$ cat src/rtl/seg7_factor_monitor.sv
// seg7_factor_monitor
//   Receive side of the 7-segment factor display. The segment lines are
//   registered and debounced. Each newly accepted glyph is decoded to a
//   digit, and the 1..9 digit cycle shown on the display is used to rebuild
//   the 8-bit factor mask.
//
// Ports
//   clk            clock
//   reset          synchronous, active-high reset
//   segments_in    segment lines {g,f,e,d,c,b,a}, bit0 = a
//   clear          sync: FSM to IDLE, mask and sticky errors cleared
//                  (the debounce filter and last_glyph are not touched)
//   digit_out      last accepted digit 0..9
//   digit_valid    1-cycle pulse per accepted valid digit
//   factors_out    bit k set = digit k+2 divides the displayed number
//   factors_valid  1-cycle pulse; factors_out is updated in the same cycle
//   frame_busy     high while collecting a frame
//   glyph_error    sticky: an unrecognised glyph was accepted
//   seq_error      sticky: the digit order was violated
module seg7_factor_monitor #(
   parameter int unsigned STABLE_CYCLES  = 4,
   parameter int unsigned TIMEOUT_CYCLES = 30_000_000
) (
   input  logic       clk,
   input  logic       reset,
   input  logic [6:0] segments_in,
   input  logic       clear,
   output logic [3:0] digit_out,
   output logic       digit_valid,
   output logic [7:0] factors_out,
   output logic       factors_valid,
   output logic       frame_busy,
   output logic       glyph_error,
   output logic       seq_error
);

   localparam int unsigned CNT_W = $clog2(STABLE_CYCLES + 1);
   localparam int unsigned TMR_W = $clog2(TIMEOUT_CYCLES);

   localparam logic [CNT_W-1:0] CNT_MAX = CNT_W'(STABLE_CYCLES - 1);
   localparam logic [TMR_W-1:0] TMR_MAX = TMR_W'(TIMEOUT_CYCLES - 1);

   localparam logic [0:0] ST_IDLE    = 1'b0;
   localparam logic [0:0] ST_COLLECT = 1'b1;

   logic [6:0]       seg_r;
   logic [6:0]       last_glyph;
   logic [CNT_W-1:0] stable_cnt;
   logic             accept;

   logic [3:0]       dec_digit;
   logic             dec_valid;

   logic [0:0]       state;
   logic [7:0]       mask;
   logic [3:0]       last_d;
   logic [TMR_W-1:0] timer;

   // ------------------------------------------------------------------
   // Debounce filter. The counter restarts whenever the incoming sample
   // differs from the registered one, and it saturates at CNT_MAX. Once it
   // saturates, the glyph counts as stable. last_glyph then prevents the
   // same glyph from being accepted again, so each change is accepted once.
   // ------------------------------------------------------------------
   assign accept = (stable_cnt == CNT_MAX) && (seg_r != last_glyph);

   always_ff @(posedge clk) begin
      if (reset) begin
         seg_r      <= 7'h3F;
         last_glyph <= 7'h3F;
         stable_cnt <= '0;
      end else begin
         seg_r <= segments_in;
         if (segments_in != seg_r)
            stable_cnt <= '0;
         else if (stable_cnt != CNT_MAX)
            stable_cnt <= stable_cnt + 1'b1;
         // last_glyph is updated even when clear masks the event. This keeps
         // the filter independent of the frame logic.
         if (accept)
            last_glyph <= seg_r;
      end
   end

   // ------------------------------------------------------------------
   // Glyph decoder
   // ------------------------------------------------------------------
   always_comb begin
      dec_digit = 4'd0;
      dec_valid = 1'b1;
      case (seg_r)
         7'h3F:   dec_digit = 4'd0;
         7'h06:   dec_digit = 4'd1;
         7'h5B:   dec_digit = 4'd2;
         7'h4F:   dec_digit = 4'd3;
         7'h66:   dec_digit = 4'd4;
         7'h6D:   dec_digit = 4'd5;
         7'h7D:   dec_digit = 4'd6;
         7'h07:   dec_digit = 4'd7;
         7'h7F:   dec_digit = 4'd8;
         7'h6F:   dec_digit = 4'd9;
         default: dec_valid = 1'b0;
      endcase
   end

   // ------------------------------------------------------------------
   // Frame FSM. Priority order: clear, then an accepted event, then the
   // timeout. Every accepted event in COLLECT either restarts the timer or
   // leaves COLLECT, so the timer is restarted on any accept.
   // ------------------------------------------------------------------
   always_ff @(posedge clk) begin
      if (reset) begin
         state         <= ST_IDLE;
         mask          <= '0;
         last_d        <= '0;
         timer         <= '0;
         digit_out     <= '0;
         digit_valid   <= 1'b0;
         factors_out   <= '0;
         factors_valid <= 1'b0;
         glyph_error   <= 1'b0;
         seq_error     <= 1'b0;
      end else begin
         digit_valid   <= 1'b0;
         factors_valid <= 1'b0;
         if (clear) begin
            state       <= ST_IDLE;
            mask        <= '0;
            timer       <= '0;
            glyph_error <= 1'b0;
            seq_error   <= 1'b0;
         end else if (accept) begin
            timer <= '0;
            if (!dec_valid) begin
               glyph_error <= 1'b1;
               state       <= ST_IDLE;
               mask        <= '0;
            end else begin
               digit_out   <= dec_digit;
               digit_valid <= 1'b1;
               if (state == ST_IDLE) begin
                  if (dec_digit == 4'd1) begin
                     state  <= ST_COLLECT;
                     mask   <= '0;
                     last_d <= 4'd1;
                  end
               end else begin
                  if (dec_digit == 4'd1) begin
                     // A closing "1" ends the frame and starts the next one.
                     factors_out   <= mask;
                     factors_valid <= 1'b1;
                     mask          <= '0;
                     last_d        <= 4'd1;
                  end else if (dec_digit == 4'd0) begin
                     state <= ST_IDLE;
                     mask  <= '0;
                  end else if (dec_digit > last_d) begin
                     mask   <= mask | (8'd1 << (dec_digit - 4'd2));
                     last_d <= dec_digit;
                  end else begin
                     seq_error <= 1'b1;
                     state     <= ST_IDLE;
                     mask      <= '0;
                  end
               end
            end
         end else if (state == ST_COLLECT) begin
            if (timer == TMR_MAX) begin
               timer <= '0;
               if (last_d == 4'd1) begin
                  // The display keeps showing "1" when the number has no
                  // factor in 2..9, so no glyph change arrives. Report an
                  // empty mask.
                  factors_out   <= '0;
                  factors_valid <= 1'b1;
               end else begin
                  state <= ST_IDLE;
                  mask  <= '0;
               end
            end else begin
               timer <= timer + 1'b1;
            end
         end
      end
   end

   assign frame_busy = (state == ST_COLLECT);

endmodule

$ cat config.mk
export PLATFORM = sky130hd
export DESIGN_NAME = seg7_factor_monitor
export DESIGN_NICKNAME = d
export VERILOG_FILES = /design/src/rtl/seg7_factor_monitor.sv
export SDC_FILE = /design/constraint.sdc
export NUM_CORES = 1
export LEC_CHECK = 0
export CAP_MARGIN = 20
export CORE_AREA = 2 2 72 88
export CTS_CLUSTER_DIAMETER = 150
export DETAILED_ROUTE_END_ITERATION = 6
export DIE_AREA = 0 0 74 90
export PLACE_DENSITY = 0.78
export SKIP_LAST_GASP = 1
export SLEW_MARGIN = 20
export SYNTH_ARGS = -nofsm -noshare
export SYNTH_HDL_FRONTEND = slang
export SYNTH_SLANG_ARGS = --single-unit
$ cat constraint.sdc
create_clock -name clk -period 3.14 [get_ports clk]
set_clock_uncertainty 0.1 [all_clocks]
set_input_delay 0.628 -clock clk [delete_from_list [all_inputs] [get_ports clk]]
set_output_delay 0.628 -clock clk [all_outputs]
set_load 0.02 [all_outputs]
## Word-level counts from Yosys, hierarchy flattened

Cells that the tools add are included.

| operators by class | value |
|---|---|
| add/sub/neg operators | 3 |
| $lt $le $gt $ge | 1 |
| equality and inequality tests | 23 |
| shift-type cells | 1 |
| multiplexer cells | 41 |
| bitwise operators | 7 |
| reductions and logical operators | 18 |

Operator list:

| cell | number |
|---|---|
| 8-bit 2-to-1 mux | 17 |
| 7-bit == test, second input constant | 7 |
| 4-bit one-hot mux with 9 select lines | 1 |
| 25-bit by 1-bit adder with 25-bit output, second input constant | 1 |
| 25-bit == test, second input constant | 1 |
| 25-bit 2-to-1 mux | 1 |
| 4-bit 2-to-1 mux | 5 |
| 1-bit 2-to-1 mux | 17 |
| 7-bit by 3-bit == test with 1-bit output, second input constant | 2 |
| 7-bit != test | 2 |
| 6-bit AND reduction | 2 |
| 2-bit nonzero test | 5 |
| 10-bit OR reduction | 1 |
| 4-bit by 1-bit == test with 1-bit output, second input constant | 2 |
| 8-bit bitwise OR | 1 |
| 1-bit by 4-bit << shifter with 8-bit output, first input constant | 1 |
| 7-bit by 6-bit == test with 1-bit output, second input constant | 1 |
| 7-bit AND reduction | 1 |
| 3-bit by 2-bit != test with 1-bit output, second input constant | 2 |
| 1-bit inverter | 6 |
| 3-bit OR reduction | 2 |
| 4-bit greater-than comparator | 1 |
| 4-bit zero test | 1 |
| 2-bit by 1-bit != test with 1-bit output, second input constant | 2 |
| other kinds (10) | 12 |

| word-level totals | value |
|---|---|
| bits in registers | 71 |
| output and inout bits | 17 |
| logic and storage cells | 107 |

## Depth between registers and ports, before layout

Gate-level depths: netlist (run 1).

| depth | value |
|---|---|
| depth in word-level cells | 11 |
| depth in mapped cells | 14 |

## Worst setup path after synthesis (run 1)

OpenSTA, ideal clock, no wires.

| timing path | value |
|---|---|
| kind | register -> register |
| start | register seg_r[1] |
| end | register last_d[3] |
| setup time | 0.065 ns |
| arrival | 2.546 ns |
| required time | 2.975 ns |
| slack | 0.429 ns |
| stages on the path, launching flop included | 15 |
| path buffers | 1 |
| period minus slack after synthesis | 2.711 ns |
| cell sequence | dfxtp_1 > buf_2 > nand3_1 > nor3b_1 > nand3_1 > nand3_1 > ha_1 > nor2b_1 > o21ai_0 > o211ai_1 > a32oi_1 > nand2b_1 > a21o_1 > a22oi_1 > nor2_1 |

RTL lines:

| element | line | RTL |
|---|---|---|
| from (decl) | 46 | `logic [6:0] seg_r;` |
| from (signal assigned) | 73 | `seg_r <= segments_in;` |
| 7-bit == test / 7-bit by 3-bit == test with 1-bit output (equally long branches) | 91 | `case (seg_r)` |
| 4-bit one-hot mux with 9 select lines (*) | 91 |  |
| via dec_digit[1] | 51 | `logic [3:0] dec_digit;` |
| 4-bit greater-than comparator, or another cell as far along | 157 | `end else if (dec_digit > last_d) begin` |
| 2-bit nonzero test (no source line), or another cell as far along | n/a |  |
| 6-bit AND reduction (no source line) / 4-bit 2-to-1 mux (equally long branches) | n/a |  |
| to (signal assigned) | 159 | `last_d <= dec_digit;` |
| to (decl) | 56 | `logic [3:0] last_d;` |

The timed path passes the listed nets; every way through them passes the cells marked *. The select of a mux whose other input is x is not followed.
A chain may end at the register's enable or synchronous reset.

## Worst setup path after layout (run 1)

| timing path | value |
|---|---|
| start | register seg_r[3] |
| end | register last_d[3] |

Same word-level chain as after synthesis.

==> results of run 1 <==
==> layer usage <==
metal | vias up | track usage | wire, um | share of wire
li1 | 1335 | - | - | -
met4 | 0 | 0.07576 | 64 | 0.0097
met3 | 5 | 0.03924 | 210 | 0.032
met5 | - | 0 | 0 | 0
met1 | 1249 | 0.2769 | 3035 | 0.46
met2 | 38 | 0.3490 | 3300 | 0.50
==> worst reg2reg max path: stages (launching register included) <==
cell,delay (ns)
dfxtp_2,0.43
nand3_1,0.18
nor3b_2,0.22
nand3_1,0.16
nand3_1,0.16
ha_1,0.27
nor2b_1,0.13
o21ai_0,0.22
o211ai_1,0.11
a32oi_1,0.29
nand2b_1,0.19
a21o_1,0.18
a22oi_1,0.10
nor2_1,0.09
==> report_power, final <==
group | total, W | internal (W) | leakage [nW] | switching, W
clock network | 0.000639 | 0.000302 | 0.0764 | 0.000337
registers | 0.000918 | 0.000906 | 0.573 | 0.0000124
logic | 0.0000844 | 0.0000380 | 0.680 | 0.0000465
==> layout by cell type, fill, tap and decap left out, drive strengths merged, types with 3 or more instances in the layout <==
cell,n
inv,12
nand2,24
a22o,8
xnor2,10
clkdlybuf4s50,26
dfxtp,71
or3,6
nor4,5
xor2,26
nand3,15
ha,6
a31oi,5
clkbuf,10
clkinvlp,4
o21ai,9
a211o,6
a21oi,10
or2,7
buf,11
nand4,13
nor3,5
mux2i,4
a41oi,3
nor2b,10
nor2,62
==> metrics by stage <==
stage / setup slack, ns / hold slack (ns)
2_1_floorplan: 0.4291 / 0.3376
6_report: 0.2550 / 0.3602
4_1_cts: 0.1112 / 0.3559
5_1_grt: -0.002769 / 0.3775
3_5_place_dp: 0.1458 / 0.3465
3_3_place_gp: 0.1851 / 0.3515
==> state kept, by name, summed over array words and instances (netlist names) <==
name,flops
timer,25
mask,8
last_glyph,7
last_d,4
factors_valid,1
frame_busy,1
seg_r,7
glyph_error,1
digit_out,4
stable_cnt,3
seq_error,1
factors_out,8
digit_valid,1
==> final cells by class <==
cell class,instances,share of cell area
sequential,71,0.3753
multi-input combinational,266,0.4505
timing repair buffer,37,0.09004
inverter,12,0.01183
tap,82,0.02695
clock inverter,5,0.009201
clock buffer,10,0.03615
==> worst min path at each step <==
stage,startpoint,to,slack [ns]
final,digit_out[1]$_SDFFE_PP0P_,digit_out[1]$_SDFFE_PP0P_,0.36
after CTS,digit_out[1]$_SDFFE_PP0P_,digit_out[1]$_SDFFE_PP0P_,0.36
after floorplan,mask[1]$_SDFFE_PP0P_,mask[1]$_SDFFE_PP0P_,0.34
after global placement,glyph_error$_SDFFE_PP0P_,glyph_error$_SDFFE_PP0P_,0.35
after global routing,digit_out[1]$_SDFFE_PP0P_,digit_out[1]$_SDFFE_PP0P_,0.38
after detailed placement,digit_out[1]$_SDFFE_PP0P_,digit_out[1]$_SDFFE_PP0P_,0.35
==> cells by family after synthesis <==
group	count (synthesis)	synth area share
and+or+nand+nor	162	0.2527
DFF	71	0.4369
AOI/OAI and AO/OA	58	0.1373
xor gates and xnor gates	36	0.09692
buffers and inverters	30	0.04077
adders and majority gates	6	0.02308
muxes	4	0.01231
==> results.txt, run 1 <==
Max Slew Vio Count = 0
Initial antenna violation count = 0
Cell Count, Final, Fillers Out = 483
YS warnings = 0
Clock transition at path regs = 0.07 ns
Max VDD drop = 0.0003229 V
FF-to-FF End = last_d[3]$_SDFFE_PP0P_
I/O pin cnt = 27
Mapped Nets = 383
Fmax = 346.6 MHz
Final Critical Period = 2.885 ns
Most common cell in the netlist = dfxtp_1
Core area = 5857 um^2
Clk root buf = clkbuf_8
Synth Instances = 367
Post-synthesis sequential area ratio = 0.4369
Final RePlAce weighted congestion = 0.8401
Critical Path Fanout Max = 10
Flops & latches, synth = 71
PwrDens = 431.1 nW/um^2
Sequential cell area = 1429 um^2
Setup TNS = 0 ns
Critical Path End = last_d[3]$_SDFFE_PP0P_
Crit path cell chain = nand3_1, nor3b_2, nand3_1, nand3_1, ha_1, nor2b_1, o21ai_0, o211ai_1, a32oi_1, nand2b_1, a21o_1, a22oi_1, nor2_1
Post-synth ARST share = 0
Crit path depth = 13
Synth area leader = dfxtp_1
Post-Syn Area = 3253 um^2
LEAKAGE = 1.329 nW
Vias/cell = 5.439
First-pass GRT wire length = 11300 um
Reg-to-reg slack, setup = 0.25 ns
DR iter-0 viols = 160
Synth area leaders = dfxtp_1 44%, nor2_1 7.0%, xor2_1 7.0%, nand2_1 2.8%, xnor2_1 2.7%
DR vias = 2627
CP Class = flip-flop to flip-flop
Rel. slew slack = 0.5053
Clk buf depth = 2
Finished Cell Area = 3807 um^2
Final hold viol count = 0
CTS tree = yes
Post-synth EDFFs = 0
Hold Path Depth = 2
Cts bufs inserted = 9
Power, Total = 0.001641 W
H-tree depth = 3
Drt pass-1 iters = 4
FP Rows = 31
Drt drc = 0
Worst-skew pair later-pin latency = 0.34 ns
FILL cells = 497
Post-CTS Resized = 0
Distinct cell type count of the synthesized netlist = 56
Die Area = 6660 um^2
DR WL/cell = 13.69 um
Final ANT Viol Nets = 0
Die Height = 90 um
Reg2Reg Depth = 13
Most used DFF post-synth = dfxtp_1
Post-CTS Hold Buffers = 0
Port buffer count = 26
Largest net degree at the start of global routing = 29
Detailed Route WL = 6610 um
Tcrit/Tclk final = 0.9188
Crit. End Element = flip-flop
Crit path max-delay family = simple AND/OR/NAND/NOR gates
Most frequent CP cell = nand3_1
Status = complete, no violations
Finish-stage setup viols = 0
Arrival time worst endpoint = 3.07 ns
Critical Path Start Type = flip-flop
DP Cell Count = 468
Critical Path Start = seg_r[3]$_SDFF_PP1_
CP peak stage delay = 0.43 ns
Setup Buffers After CTS = 0
Multi-input logic area = 1715 um^2
Required @ worst endpoint = 3.32 ns
Max Cap Viol = 0
Die X = 74 um
Layout cells sized above 1 = 0.1172
GRT Util Overall = 0.2136
Dpl cell area = 3611 um^2
Slew @ Worst Pin = 0.7420 ns
Ant. Diodes = 0
Final core utilization = 0.6501
Min-delay worst type = flip-flop to flip-flop
Syn_area_per_cell = 8.864 um^2
Vias in the first global route = 2497
Initial core utilization = 0.5554
DP HPWL = 4816 um
CP bufs+invs = 0
Worst r2r src = seg_r[3]$_SDFF_PP1_
# clock sinks = 71
Total congestion overflow = 0
Yosys top cell area share = 0.4369
Worst path slowest cell = dfxtp_2
Area grow syn2layout = 17.04%
Post-synth top cells = 71 x dfxtp_1, 61 x nor2_1, 26 x xor2_1
Final net count = 413
Note: power is estimated with default switching activity, not from simulation.
==> run 2, diff against run 1 <==
Settings changed: GPL_ROUTABILITY_DRIVEN set to 0.
==> results of run 2 <==
No change in the layout: final DEF, timing and power equal those of run 1.
